==> src/rtl/serial_adder_fsm.sv <==
// serial_adder_fsm: digit-serial adder/subtractor with start/busy/done handshake.
// Each RUN cycle pushes DIGIT bits of A, B and the running carry through a
// ripple full-add slice; the full result is published on s/cout/ovf only when
// the DONE state is entered, so partial sums are never visible.
// Optional build macro: SERIAL_ADD_SAT_EN. When defined, an overflowing result
// is replaced by the signed saturation value in the direction of a's MSB.
module serial_adder_fsm #(
  parameter int WIDTH = 8,
  parameter int DIGIT = 1
) (
  input  logic             clk,
  input  logic             rst,
  input  logic             start,
  input  logic [WIDTH-1:0] a,
  input  logic [WIDTH-1:0] b,
  input  logic             cin,
  input  logic             sub,
  output logic             busy,
  output logic             done,
  output logic [WIDTH-1:0] s,
  output logic             cout,
  output logic             ovf
);

  localparam int NDIG  = WIDTH / DIGIT;
  localparam int CNT_W = (NDIG > 1) ? $clog2(NDIG) : 1;
  localparam logic [CNT_W-1:0] CNT_LAST = CNT_W'(NDIG - 1);

  typedef enum logic [1:0] {
    IDLE = 2'd0,
    RUN  = 2'd1,
    DONE = 2'd2
  } state_t;

  state_t           state_r;
  state_t           state_next_s;

  logic [WIDTH-1:0] a_r;
  logic [WIDTH-1:0] b_r;
  logic [WIDTH-1:0] res_r;
  logic             carry_r;
  logic [CNT_W-1:0] cnt_r;

  logic [WIDTH-1:0] s_r;
  logic             cout_r;
  logic             ovf_r;
  logic             busy_r;
  logic             done_r;

  logic                   accept_s;
  logic                   last_s;
  logic [DIGIT-1:0]       sum_s;
  logic [DIGIT:0]         c_s;
  logic [WIDTH+DIGIT-1:0] res_cat_s;
  logic [WIDTH-1:0]       res_next_s;
  logic                   ovf_next_s;
  logic [WIDTH-1:0]       s_next_s;

`ifdef SERIAL_ADD_SAT_EN
  logic a_msb_r;

  // Most positive value for a non-negative a, most negative value otherwise.
  function automatic logic [WIDTH-1:0] sat_value(input logic neg);
    logic [WIDTH-1:0] v;
    if (neg) begin
      v = {1'b1, {(WIDTH-1){1'b0}}};
    end else begin
      v = {1'b0, {(WIDTH-1){1'b1}}};
    end
    return v;
  endfunction
`endif

  assign accept_s = start && ((state_r == IDLE) || (state_r == DONE));
  assign last_s   = (cnt_r == CNT_LAST);

  // Next-state decode; start is only honoured outside RUN.
  always_comb begin
    state_next_s = state_r;
    case (state_r)
      IDLE: begin
        if (start) begin
          state_next_s = RUN;
        end else begin
          state_next_s = IDLE;
        end
      end
      RUN: begin
        if (last_s) begin
          state_next_s = DONE;
        end else begin
          state_next_s = RUN;
        end
      end
      DONE: begin
        if (start) begin
          state_next_s = RUN;
        end else begin
          state_next_s = IDLE;
        end
      end
      default: begin
        state_next_s = IDLE;
      end
    endcase
  end

  // Ripple full-add slice over the low DIGIT bits plus the result shift and
  // the final-digit overflow term (carry out of vs. carry into the MSB).
  always_comb begin
    c_s        = '0;
    sum_s      = '0;
    c_s[0]     = carry_r;
    for (int i = 0; i < DIGIT; i++) begin
      sum_s[i]   = a_r[i] ^ b_r[i] ^ c_s[i];
      c_s[i+1]   = (a_r[i] & b_r[i]) | (c_s[i] & (a_r[i] ^ b_r[i]));
    end
    res_cat_s  = {sum_s, res_r};
    res_next_s = res_cat_s[WIDTH+DIGIT-1:DIGIT];
    ovf_next_s = c_s[DIGIT] ^ c_s[DIGIT-1];
`ifdef SERIAL_ADD_SAT_EN
    if (ovf_next_s) begin
      s_next_s = sat_value(a_msb_r);
    end else begin
      s_next_s = res_next_s;
    end
`else
    s_next_s   = res_next_s;
`endif
  end

  // State register plus busy/done flags registered from the next state.
  always_ff @(posedge clk or posedge rst) begin
    if (rst) begin
      state_r <= IDLE;
      busy_r  <= 1'b0;
      done_r  <= 1'b0;
    end else begin
      state_r <= state_next_s;
      busy_r  <= (state_next_s == RUN);
      done_r  <= (state_next_s == DONE);
    end
  end

  // Operand/carry/result shift registers and digit counter.
  always_ff @(posedge clk or posedge rst) begin
    if (rst) begin
      a_r     <= '0;
      b_r     <= '0;
      res_r   <= '0;
      carry_r <= 1'b0;
      cnt_r   <= '0;
    end else if (accept_s) begin
      // Subtraction is a + ~b + ~cin, so B and the carry are inverted at load.
      a_r     <= a;
      b_r     <= sub ? ~b : b;
      res_r   <= '0;
      carry_r <= cin ^ sub;
      cnt_r   <= '0;
    end else if (state_r == RUN) begin
      a_r     <= a_r >> DIGIT;
      b_r     <= b_r >> DIGIT;
      res_r   <= res_next_s;
      carry_r <= c_s[DIGIT];
      cnt_r   <= cnt_r + CNT_W'(1);
    end else begin
      a_r     <= a_r;
      b_r     <= b_r;
      res_r   <= res_r;
      carry_r <= carry_r;
      cnt_r   <= cnt_r;
    end
  end

`ifdef SERIAL_ADD_SAT_EN
  // Operand sign kept separately because a_r is shifted away during RUN.
  always_ff @(posedge clk or posedge rst) begin
    if (rst) begin
      a_msb_r <= 1'b0;
    end else if (accept_s) begin
      a_msb_r <= a[WIDTH-1];
    end else begin
      a_msb_r <= a_msb_r;
    end
  end
`endif

  // Published result: updated only on the edge that enters DONE.
  always_ff @(posedge clk or posedge rst) begin
    if (rst) begin
      s_r    <= '0;
      cout_r <= 1'b0;
      ovf_r  <= 1'b0;
    end else if ((state_r == RUN) && last_s) begin
      s_r    <= s_next_s;
      cout_r <= c_s[DIGIT];
      ovf_r  <= ovf_next_s;
    end else begin
      s_r    <= s_r;
      cout_r <= cout_r;
      ovf_r  <= ovf_r;
    end
  end

  assign busy = busy_r;
  assign done = done_r;
  assign s    = s_r;
  assign cout = cout_r;
  assign ovf  = ovf_r;

endmodule

==> config.mk <==
export PLATFORM = sky130hd
export DESIGN_NAME = serial_adder_fsm
export DESIGN_NICKNAME = d
export VERILOG_FILES = /design/src/rtl/serial_adder_fsm.sv
export SDC_FILE = /design/constraint.sdc
export NUM_CORES = 1
export LEC_CHECK = 0
export BUFFER_PORTS_ARGS = -buffer_cell sky130_fd_sc_hd__clkbuf_2
export CORE_MARGIN = 4
export CORE_UTILIZATION = 58
export DETAILED_ROUTE_END_ITERATION = 12
export PLACE_DENSITY = 0.88
export SYNTH_ARGS = -nofsm -noshare
export SYNTH_HDL_FRONTEND = slang
export SYNTH_SLANG_ARGS = --single-unit
export TNS_END_PERCENT = 50
==> constraint.sdc <==
create_clock -name clk -period 4.8 [get_ports clk]
set_input_delay 0.48 -clock clk [delete_from_list [all_inputs] [get_ports clk]]
set_output_delay 0.48 -clock clk [all_outputs]
set_load 0.05 [all_outputs]
; Word level (Yosys, flattened, before mapping)
; Cells that the tools add are included.
[totals]
ramBits = 0
latchBits = 0
mem_count = 0
wordCells = 45
rom_bits = 0
register_bits = 42
[classes]
div_mod_pow = 0
magnitude_cmp = 0
shift = 0
muxes = 14
n_reduce_logical = 6
n_addsub = 1
mul = 0
n_eq_ne = 5
bitwise = 8
[op_table]
columns = cell, n
row1 = two-way mux 8 bit, 7
row2 = inverter 8 bit, 1
row3 = two-way mux 3 bit, 2
row4 = "== test 2 x 1 -> 1 bit, second input constant", 2
row5 = "== test 2 bit, second input constant", 2
row6 = one-hot mux 2 bit (2 select lines), 1
row7 = bitwise XOR 1 bit, 4
row8 = "adder 3 x 1 -> 3 bit, second input constant", 1
row9 = "== test 3 bit, second input constant", 1
row10 = two-way mux 1 bit, 3
row11 = bitwise AND 1 bit, 2
row12 = logical AND 1 bit, 2
row13 = zero test 2 bit, 1
row14 = two-way mux 2 bit, 1
row15 = nonzero test 2 bit, 1
row16 = OR reduction 2 bit, 1
row17 = logical OR 1 bit, 1
row18 = OR 1 bit, 1

; Depth between registers and ports, before layout
[depth]
depth_word = 5
depth_mapped = 6
ltp_nobuf = 5

; Least setup slack after synthesis
; Ideal clock, no wire load.
[synth_timing]
path_type = register -> register
from = register cnt_r[0]
to = register cout_r (netlist: cout)
path_slack_ns = 3.237
setup_ns = 0.125
arrival_ns = 1.439
path_stages_with_launch = 6
path_cell_list = dfrtp_1 ha_1 ha_1 nand3b_1 buf_2 mux2_2
[synth_between]
elab_chain_cells = 2
[synth_lines]
columns = element, line
row1 = "start, declared", 42  ; logic [CNT_W-1:0] cnt_r;
row2 = "start signal, assigned", 165  ; cnt_r <= cnt_r + CNT_W'(1);
row3 = "start signal, assigned", 171  ; cnt_r <= cnt_r;
row4 = == test 3 bit, 75  ; assign last_s = (cnt_r == CNT_LAST);
row5 = logical AND 1 bit, 194  ; end else if ((state_r == RUN) && last_s) begin
row6 = "end signal, assigned", 196  ; cout_r <= c_s[DIGIT];
row7 = "end signal, assigned", 200  ; cout_r <= cout_r;
row8 = "end, declared", 45  ; logic cout_r;
; Every way passes these cells.
; A chain may end at the register's enable or synchronous reset.

; Worst setup path after layout
[layout_timing]
from = register state_r[0]
to = register cnt_r[0]
[layout_between]
elab_chain_cells = 4
[layout_lines]
columns = element, line
row1 = "start, declared", 35  ; state_t state_r;
row2 = "start signal, assigned", 139  ; state_r <= state_next_s;
row3 = == test 2 bit or zero test 2 bit (tied branches), 74  ; assign accept_s = start && ((state_r == IDLE) || (state_r == DONE));
row4 = logical OR 1 bit, 74
row5 = logical AND 1 bit, 74
row6 = two-way mux 3 bit or nonzero test 2 bit (tied branches), --
; Parallel ways exist; a longest one is shown, timed or not.

==> impl_metrics.ini <==
[synth]
synth_xor_area_share_pct = 4.98
synthesis.yosys.warnings = 0
synth_top_family_by_area = compound AO/OA/AOI/OAI gates
cell_area_synth_um2 = 1760
synth_mux_area_share_pct = 9.82
yosys.cell_types.count = 23
synth_nets = 158
postSynthCellCount = 134
synth-simple-area-share_pct = 4.34
syn_avg_cell_area_um2 = 13.1
post_synth_fa_ha_maj_area_fraction_pct = 2.56
synth_compound_area_share_pct = 15.6
synth_seq_area_share_pct = 58.3
synth_seq_cells = 41

[routing]
route.layer.met1.wl_um = 1250
route.vias.total = 1140
route.detailed.drc = 0
dr.pass1.iters = 4
detail_route_met2_wl_um = 1360
drt_wl_total_um = 2850
ant_nets = 0
dr.first_iter.drc_count = 41
drt-vias-per-instance = 5.76
wl_met3_um = 183
highest_routed_layer = met4
drt-wirelength-per-cell_um = 14.4

[finish]
layout-drive-gt1-share_pct = 32.3
antenna-diode-count = 0
layout.cells.most_common_list = sky130_fd_sc_hd__dfrtp_1, sky130_fd_sc_hd__clkbuf_2, sky130_fd_sc_hd__a22o_1, sky130_fd_sc_hd__mux2_2, sky130_fd_sc_hd__o21ai_0
design.final.nets = 190
layout.filler_cells = 201
commonest_non_fill_non_tap_cell_in_the_layout = sky130_fd_sc_hd__dfrtp_1
finish.instance_area_um2 = 1960
area_growth_pct = 11.5

[clock_network]
clock_root_buffer = sky130_fd_sc_hd__clkbuf_4
clockBufferDepth = 2
clock-sinks = 41
post-cts-setup-buffers = 0
tritoncts.num_buffers = 5
cts-resized-gates = 0
h-tree-depth = 2
clk_latency_ns = 0.35
cts_hold_buffers = 0
clock_transition_at_the_registers_of_the_reported_paths_ns = 0.12
tritoncts = yes

[floorplan]
fp.dieH_um = 63.1
io_pins = 33
design.core.area_um2 = 2830
std_cell_rows = 19
dieWidth_um = 63.1
die_area_um2 = 3980
start_util_pct = 62.2

[job]
maxCapViolations = 0

[placed_design]
place_congestion = 0.796
detailedPlacementHpwl_um = 1980
dpl_cell_area_um2 = 1910
io_buffer_count = 32

[sta]
fmaxAchievable_mhz = 548
period_minus_slack_ns = 1.82
slew_violations = 0
finalHoldViolCount = 0
rsz0062_at_grt = false
worst_pin_slew_ns = 0.786
setup-violations-final = 0
slew-limit-headroom_pct = 47.5
skew_ns = 0.0104
final.setup.tns_ns = 0
crit_share_post_route_pct = 38.0

[worst_setup_path]
reg2reg_setup_slack_ns = 2.98
crit-reg2reg-capture = cnt_r[0]
timing.critical_path.arrival_ns = 2.11
critical_path.startpoint_type = flop
cp_data_required_time_ns = 5.09
critical_path_peak_fanout = 28
r2r.worst_path.cells = 4
end_kind = flop
worst_setup_path_startpoint = state_r[0]
regToRegStartpoint = state_r[0]
cp-endpoint = cnt_r[0]
timing_worst_setup_path_type = reg2reg

[global_routing]
grt_pass1_wl_um = 5020
antenna_violations_before_repair = 0
total_congestion_overflow_after_global_routing = 0
groute.usage.overall_pct = 16.2
number_of_global_route_vias_before_repair = 1167
grt_start_max_net_pins = 42

[power_and_ir_drop]
worst_ir_drop_vdd_uv = 286
pd_cells_nw_per_um2 = 698
leakage_nw = 1.04

[worst_hold_path]
timing.hold.worst.class = in2async

[outcome]
result_of_the_run = completed
flip-flops by register name, summed over array words and instances, names as in the netlist:
signal and cells:
busy 1, b_r 8, cnt_r 3, res_r 7
a_r 8, carry_r 1, cout 1, state_r 2
s 8, done 1, ovf 1
layout make-up:
| type | instances | area, um2 | share of cell area, % |
|---|---|---|---|
| timing repair buffer | 34 | 175 | 8.93 |
| clock inverter | 2 | 10.0 | 0.510 |
| inverter | 4 | 15.0 | 0.765 |
| multi-input combinational | 80 | 656 | 33.4 |
| sequential | 41 | 1030 | 52.3 |
| tap | 31 | 38.8 | 1.98 |
| clock buffer | 6 | 41.3 | 2.10 |
routing by layer:
layer,GRT usage (%),up-vias
li1,-,538
met1,19.2,558
met2,26.9,36
met3,4.26,8
met4,8.54,0
met5,0,-
how the worst min path moves through the flow:
| stage | cells past startpoint | slack [ns] | endpoint |
|---|---|---|---|
| 5_1_grt | 3 | 0.26 | done |
| 3_5_place_dp | 1 | 0.47 | a_r[3] |
| 4_1_cts | 3 | 0.23 | busy |
| 3_3_place_gp | 1 | 0.46 | a_r[4] |
| 6_report | 3 | 0.21 | res_r[7] |
| 2_1_floorplan | 1 | 0.45 | a_r[1] |
cell families after synthesis:
logic type	Yosys count
compound gates	36
xor+xnor	10
buf+inv	13
mux	16
flops	41
fa+ha+maj	3
simple gates	15
per-stage QoR:
stage,instances,hold slack (ns),utilization [%],setup WS [ns],power [mW]
floorplan,134,0.450,-,3.24,1.11
global placement,190,0.461,67.5,3.07,1.19
detailed placement,190,0.469,67.5,3.02,1.22
CTS,198,0.232,69.3,2.99,1.38
global route,198,0.255,69.3,2.88,1.47
finish,198,0.213,69.3,2.98,1.37
synthesized netlist by cell type:
cell / instances / share of area (%)
sky130_fd_sc_hd__xor2_1: 6 / 3.0
sky130_fd_sc_hd__fa_1: 1 / 1.1
sky130_fd_sc_hd__mux2_2: 10 / 6.4
sky130_fd_sc_hd__xnor2_1: 4 / 2.0
sky130_fd_sc_hd__ha_1: 2 / 1.4
sky130_fd_sc_hd__nand3b_1: 1 / 0.43
sky130_fd_sc_hd__and2b_4: 1 / 0.57
sky130_fd_sc_hd__o21ai_0: 9 / 2.6
sky130_fd_sc_hd__inv_1: 4 / 0.85
sky130_fd_sc_hd__nor2b_2: 1 / 0.50
sky130_fd_sc_hd__buf_2: 5 / 1.4
sky130_fd_sc_hd__a221o_1: 2 / 1.1
sky130_fd_sc_hd__buf_6: 3 / 1.9
sky130_fd_sc_hd__nor2_1: 3 / 0.64
sky130_fd_sc_hd__a21o_1: 7 / 3.0
sky130_fd_sc_hd__nor2_2: 1 / 0.36
sky130_fd_sc_hd__a22o_1: 17 / 8.5
sky130_fd_sc_hd__dfrtp_1: 41 / 58
sky130_fd_sc_hd__nand2b_1: 1 / 0.36
sky130_fd_sc_hd__a211oi_1: 1 / 0.43
sky130_fd_sc_hd__nand2_1: 7 / 1.5
sky130_fd_sc_hd__mux2i_1: 6 / 3.4
sky130_fd_sc_hd__clkbuf_1: 1 / 0.21
where the power goes:
group / internal, mW / total, mW / switching [mW]
Clock: 0.0558 / 0.161 / 0.105
Sequential: 0.497 / 0.585 / 0.0880
Combinational: 0.250 / 0.624 / 0.374
Total: 0.803 / 1.37 / 0.567
critical path: stages, from the launching register on:
cell,delay [ns]
sky130_fd_sc_hd__dfrtp_1,0.43
sky130_fd_sc_hd__nor2b_2,0.16
sky130_fd_sc_hd__buf_4,0.23
sky130_fd_sc_hd__nor2_2,0.66
sky130_fd_sc_hd__mux2_2,0.28
(Power assumes the default switching activity.)
